$ cat src/rtl/bcd_master_0_bin2bcd.sv
// Purpose : binary-to-packed-BCD converter (sequential double-dabble, one shift per clock).
// Latency : input accepted at E0, result valid after E0+DATA_W; one word per DATA_W+2 cycles back to back.
// Backpr. : in_ready is low from accept until the result handshakes; the result is held while out_ready=0.
//
// Ports:
//   clk, reset            single clock, asynchronous active-high reset
//   in_valid/in_ready     sink handshake, in_data = unsigned binary word
//   out_valid/out_ready   source handshake, out_data = packed BCD (ones digit in [3:0])
//   busy                  high while converting or holding a result
module bcd_master_0_bin2bcd #(
  parameter int DATA_W = 8,
  parameter int DIGITS = 3
) (
  input  logic                  clk,
  input  logic                  reset,
  input  logic                  in_valid,
  input  logic [DATA_W-1:0]     in_data,
  output logic                  in_ready,
  output logic                  out_valid,
  output logic [4*DIGITS-1:0]   out_data,
  input  logic                  out_ready,
  output logic                  busy
);

  localparam int BCD_W = 4 * DIGITS;
  localparam int CNT_W = $clog2(DATA_W) + 1;

  // The digit field must be able to hold the largest input value.
  if ((longint'(10) ** DIGITS) <= ((longint'(1) << DATA_W) - 1)) begin : g_digits_chk
    $error("bcd_master_0_bin2bcd: DIGITS too small for DATA_W");
  end

  typedef enum logic [1:0] {
    IDLE,
    SHIFT,
    DONE
  } state_t;

  state_t                    state;
  logic [DATA_W-1:0]         bin_sr;
  logic [BCD_W-1:0]          bcd;
  logic [CNT_W-1:0]          cnt;

  logic [BCD_W-1:0]          adj;
  logic [BCD_W+DATA_W-1:0]   sh;
  logic [BCD_W-1:0]          bcd_nxt;
  logic [DATA_W-1:0]         bin_nxt;

  // One double-dabble iteration: correct every digit >= 5 by +3, then shift
  // the combined {bcd, bin_sr} register left by one. A corrected digit is at
  // most 12, so the 4-bit add never carries into the neighbouring digit.
  always_comb begin
    adj = bcd;
    for (int i = 0; i < DIGITS; i++) begin
      if (bcd[4*i +: 4] >= 4'd5) begin
        adj[4*i +: 4] = bcd[4*i +: 4] + 4'd3;
      end
    end
    sh      = {adj, bin_sr} << 1;
    bcd_nxt = sh[BCD_W+DATA_W-1:DATA_W];
    bin_nxt = sh[DATA_W-1:0];
  end

  always_ff @(posedge clk or posedge reset) begin
    if (reset) begin
      state     <= IDLE;
      in_ready  <= 1'b1;
      out_valid <= 1'b0;
      out_data  <= '0;
      busy      <= 1'b0;
      bin_sr    <= '0;
      bcd       <= '0;
      cnt       <= '0;
    end else begin
      case (state)
        IDLE: begin
          if (in_valid && in_ready) begin
            bin_sr   <= in_data;
            bcd      <= '0;
            cnt      <= '0;
            in_ready <= 1'b0;
            busy     <= 1'b1;
            state    <= SHIFT;
          end
        end
        SHIFT: begin
          bcd    <= bcd_nxt;
          bin_sr <= bin_nxt;
          cnt    <= cnt + CNT_W'(1);
          // Last shift: capture the post-shift digits directly as the result.
          if (cnt == CNT_W'(DATA_W - 1)) begin
            out_data  <= bcd_nxt;
            out_valid <= 1'b1;
            state     <= DONE;
          end
        end
        DONE: begin
          if (out_valid && out_ready) begin
            out_valid <= 1'b0;
            in_ready  <= 1'b1;
            busy      <= 1'b0;
            state     <= IDLE;
          end
        end
        default: begin
          state     <= IDLE;
          in_ready  <= 1'b1;
          out_valid <= 1'b0;
          busy      <= 1'b0;
        end
      endcase
    end
  end

`ifndef SYNTHESIS
  function automatic logic digits_ok(input logic [BCD_W-1:0] v);
    logic ok;
    ok = 1'b1;
    for (int i = 0; i < DIGITS; i++) begin
      if (v[4*i +: 4] > 4'd9) ok = 1'b0;
    end
    return ok;
  endfunction

  always @(posedge clk) begin
    if (!reset && state == DONE) begin
      assert (digits_ok(out_data))
        else $error("bcd_master_0_bin2bcd: non-decimal digit in result %h", out_data);
    end
  end
`endif

endmodule
$ cat config.mk
export PLATFORM = sky130hd
export DESIGN_NAME = bcd_master_0_bin2bcd
export DESIGN_NICKNAME = d
export VERILOG_FILES = /design/src/rtl/bcd_master_0_bin2bcd.sv
export SDC_FILE = /design/constraint.sdc
export NUM_CORES = 1
export LEC_CHECK = 0
export CAP_MARGIN = 15
export CORE_ASPECT_RATIO = 0.75
export CORE_UTILIZATION = 25
export DETAILED_ROUTE_END_ITERATION = 6
export SLEW_MARGIN = 20
export SYNTH_ARGS = -nofsm -noshare
export SYNTH_HDL_FRONTEND = slang
export SYNTH_SLANG_ARGS = --single-unit
export TNS_END_PERCENT = 30
$ cat constraint.sdc
create_clock -name clk -period 1.45 [get_ports clk]
set_clock_uncertainty 0.1 [all_clocks]
set_input_delay 0.435 -clock clk [delete_from_list [all_inputs] [get_ports clk]]
set_output_delay 0.435 -clock clk [all_outputs]
set_load 0.005 [all_outputs]
# Word-level counts from Yosys, hierarchy flattened

Cells that the tools add are included.

Equality and inequality tests: 6
Shift-type cells: 0
Div/mod/pow operators: 0
Reduce and logical (&&, ||, !) cells: 9
Bitwise logic cells: 2
Magnitude comparators: 3
Multiply operators: 0
Multiplexer cells: 21
Add/subtract/negate cells: 4

Operators by type and width:

| kind                                                                  | count |
|---|---|
| 12-bit one-hot mux with 2 select lines                                | 1 |
| 8-bit one-hot mux with 2 select lines                                 | 1 |
| 4-bit by 3-bit >= comparator with 1-bit output, second input constant | 3 |
| 12-bit 2-to-1 mux                                                     | 1 |
| 4-bit 2-to-1 mux                                                      | 3 |
| 1-bit one-hot mux with 3 select lines                                 | 3 |
| 3-bit AND reduction                                                   | 3 |
| 4-bit by 2-bit adder with 4-bit output, second input constant         | 2 |
| 8-bit 2-to-1 mux                                                      | 1 |
| 4-bit one-hot mux with 2 select lines                                 | 1 |
| 2-bit 2-to-1 mux                                                      | 3 |
| 2-bit inequality test, second input constant                          | 3 |
| 2-bit one-hot mux with 3 select lines                                 | 1 |
| 1-bit 2-to-1 mux                                                      | 5 |
| 4-bit by 1-bit adder with 4-bit output, second input constant         | 1 |
| 4-bit by 3-bit equality test with 1-bit output, second input constant | 1 |
| 2-bit AND reduction                                                   | 2 |
| 3-bit by 2-bit adder with 3-bit output, second input constant         | 1 |
| 3-bit 2-to-1 mux                                                      | 1 |
| 2-bit by 1-bit equality test with 1-bit output, second input constant | 1 |
| 2-bit equality test, second input constant                            | 1 |
| 1-bit logical AND                                                     | 2 |
| 2-bit zero test                                                       | 1 |
| 1-bit NOT                                                             | 2 |
| 2-bit nonzero test                                                    | 1 |

ROM bits: 0
Output and inout port bits: 15
Word-level logic and storage cells: 53
Flip-flop bits (word level): 41
Memories: 0
RAM bits: 0
Bits in latches: 0

# Longest topological paths before layout

Depth after elaboration: 3
Gate-level depth with buffers: 6

# Worst setup path after synthesis

Ideal clock, no wire load.

Kind: flip-flop to flip-flop
From: register bcd[8]
To: register out_data[10]
Data arrival time: 1.379 ns
Buffers on the path: 0
Setup time: 0.077 ns
Stages on the path, launching flop included: 7
Data required time: 1.273 ns
Path slack: -0.107 ns
Path through: dfrtp_1 > inv_1 > ha_1 > nand2b_1 > a21oi_2 > mux2_2 > a21oi_1

Word-level cells in the longest chain between the ends: 2
Elaborated cells on any way between the ends: 3
Classes of those cells: 1 x add/sub; 1 x order compare; 1 x mux

RTL lines:

| item                                                                                                     | line   | source |
|---|---|---|
| from (decl)                                                                                              | 41     | `logic [BCD_W-1:0] bcd;` |
| from (signal assigned)                                                                                   | 87     | `bcd <= bcd_nxt;` |
| 4-bit by 3-bit >= comparator with 1-bit output or 3-bit by 2-bit adder with 3-bit output (tied branches) | 55, 56 |  |
| 3-bit 2-to-1 mux *                                                                                       | 55     | `if (bcd[4*i +: 4] >= 4'd5) begin` |
| to (signal assigned)                                                                                     | 92     | `out_data <= bcd_nxt;` |
| to (decl)                                                                                                | 20     | `output logic [4*DIGITS-1:0] out_data,` |

Mark *: on every way between the ends. The rest lies on a longest branch, timed or not.
A chain may end at the register's enable or synchronous reset.

# Final worst setup path

From: register bcd[0]
To: register out_data[2]

Word-level cells in the longest chain between the ends: 2
Elaborated cells on any way between the ends: 3
Classes of those cells: 1 x add/sub; 1 x order compare; 1 x mux

RTL lines:

| item                                                                                                     | line |
|---|---|
| 4-bit by 2-bit adder with 4-bit output or 4-bit by 3-bit >= comparator with 1-bit output (tied branches) | 56, 55 |
| 4-bit 2-to-1 mux *                                                                                       | 55 |

Marked as above.

==> summary.txt <==
Syn Inst Count - 183
Seq pwr share - 0.589
Worst slew margin - 0.783
Violated checks - negative setup slack
Comb pwr share - 0.037
Clock share of power - 0.375
Leak pwr - 0.00129 uW
Place WS - -0.303 ns
Pwr dens - 659 mW/mm^2
Compound-Gate Fraction of Synth Area - 0.159
Setup violations, final - 11
1st-pass router iterations - 4
Net switching power - 418 uW
CTS tree - done
Clock Sinks - 41
Maximum clock frequency - 645 MHz
Sw Ratio - 0.215
Worst setup SP type - flip-flop
Synth Net Count - 202
TritonCTS buffer count - 5
Hold Violations, Final - 0
Overall power - 1940 uW
Total congestion overflow - 0
RePlAce Congestion - 0.738
Unrepaired setup endpoints after global routing - true
Area delta synth->final - 45.1%
Yosys cell types - 37
Max cap viols - 0
Synth Register Bits - 41
Initial DRC count - 73
Layout cells sized above 1 - 0.403
Antenna diodes - 0
Initial Util - 0.257
Via count - 1521
Actual slew at the worst max-slew pin - 0.325 ns
Core area - 0.00788 sq mm
Leading cell type in the layout, fill and taps excluded - dfrtp_1
Largest family of logic cells by synthesized area - compound AO/OA/AOI/OAI gates
Largest net degree at the start of global routing - 33
Share of the synthesized area in the top cell type - 0.493
Max rail drop VDD - 0.338 mV
Post-route ant nets - 0
PortBufs - 26
Min Tclk post-route - 1.55 ns
CP top delay family - multiplexers
Critical-path top delay cell - dfrtp_1
Final net count - 266
Mux cell area share after synthesis - 0.0943
Initial antenna violation count - 0
DRC viols - 0
Post-DP HPWL - 2930 um
Io pins - 27
Critical Setup Path Class - flip-flop to flip-flop
Die H - 80.0 um
Die span in x - 106 um
Hold Buf Count CTS - 0
Pins Over Slew Limit - 0
Clock root cell - clkbuf_8
Total internal power - 1520 uW
R2R Path Start - bcd[0]$_DFFE_PP0P_
DR WL/cell - 12.0 um
Core Rows - 28
Number of flops mapped to enable cells by yosys - 0
Die Area - 0.00849 sq mm
Critical Path RT - 1.58 ns
Period utilisation layout - 1.07
Worst path cell trace - ha_4 > nand2b_4 > a21oi_4 > mux2i_2 > mux2_4
Vias in the first global route - 1586
Via density - 4.31
H-tree depth - 2
Most frequent cells in the layout - 37 x dfrtp_1, 30 x buf_4, 19 x nand2_1
First-pass GRT wire length - 7400 um
Clock Tree Buf Depth - 2
Min setup slack post-route - -0.100 ns
Xor-xnor portion of the synthesized cell area - 0.0173
Ys flop type - dfrtp_1
Synth Warn # - 0
Worst-Skew Late Latency - 0.28 ns
Simple-gate share of the synthesized area - 0.125
CP peak stage delay - 0.43 ns
Status - finished, violations left
Critical Path Source - bcd[0]$_DFFE_PP0P_
Clock transition at path regs - 0.08 ns
Synth top area cells - dfrtp_1 49%, mux2i_1 4.4%, mux2_4 4.4%, ha_1 4.3%, a21oi_1 3.7%
Area leader, netlist - dfrtp_1
Total GRT Usage - 0.110
Critical path data arrival time - 1.68 ns
Share of async-settable or async-resettable flops after synthesis - 1.00
Synth Cell Area - 0.00203 sq mm
Critical path peak fanout - 3
Buf/Inv on CP - 0
Avg Cell Area, Syn - 11.1 sq um
Drt total wl - 4230 um
Worst Hold Class - input port to async pin
Adder-cell share of the synthesized area - 0.0432
Sequential element share of the synthesized area - 0.506
Final hold slack - 0.287 ns
Worst Setup End Kind - flip-flop
-- cells in the mapped netlist (3+ instances only) --
cell type  instances
mux2i_1            9
a22o_1             7
o21ai_1           15
nand3_1            4
ha_1               7
xnor2_1            3
nand2_1           19
nor3b_1            5
o21ai_0            5
a21oi_1           15
inv_1              8
dfrtp_1           40
nor2_1             8
mux2_4             6
nor3_1             3
-- path summary, 6_finish.rpt --
kind	end	slack (ns)	depth (start not counted)
min reg2reg	bin_sr[5]$_DFFE_PP0P_	0.38	2
max in group asynchronous	bcd[4]$_DFFE_PP0P_	0.58	3
max	out_data[2]$_DFFE_PP0P_	-0.10	5
max reg2reg	out_data[2]$_DFFE_PP0P_	-0.10	5
min	out_data[1]$_DFFE_PP0P_	0.29	2
min in group clk	bin_sr[5]$_DFFE_PP0P_	0.38	2
-- timing repair --
| item | in CTS | in global routing |
|---|---|---|
| buffers inserted | 9 | 3 |
| endpoints found under the setup margin | 34 | 44 |
| resized for setup | 46 | 28 |
| pin swaps | 5 | 12 |
-- layer usage --
metal  track usage  part of all wire
met1         0.149              0.51
met2         0.178              0.46
met3        0.0294             0.031
met4        0.0167            0.0031
met5             0                 0
-- cell type report --
class	count	area [sq um]
fill	802	4940
sequential	41	1030
inverter	8	33.8
timing repair buffer	65	599
clock buffer	8	80.1
multi-input combinational	126	1070
tap	105	131
-- power by group through the flow --
stage,registers [uW],clock network (uW),logic (uW)
3_3_place_gp,1170,0,74.4
2_1_floorplan,1170,0,22.7
4_1_cts,1140,753,75.3
6_report,1140,727,71.3
5_1_grt,1140,804,80.9
3_5_place_dp,1170,0,74.7
-- through the flow --
step	instance area (sq um)	setup TNS [ns]	util	instances
floorplan	2110	-0.0840	-	183
global placement	2680	-6.34	0.340	333
detailed placement	2680	-6.96	0.340	333
CTS	2890	-0.760	0.366	350
global route	2950	-1.50	0.374	353
finish	2950	-0.598	0.374	353
-- sequential cells by signal, indices dropped and copies added, names as in the netlist --
register / flops
in_ready: 1
cnt: 4
bin_sr: 8
out_valid: 1
busy: 1
state: 2
bcd: 12
out_data: 12
-- cells by family (layout without fill, tap and decap cells) --
logic type | after synthesis | in the layout
and+or+nand+nor | 48 | 48
muxes | 16 | 16
buffers and inverters | 16 | 81
xor gates and xnor gates | 4 | 4
DFF | 41 | 41
AOI/OAI and AO/OA | 51 | 51
adders and majority gates | 7 | 7
(Power assumes the default switching activity.)
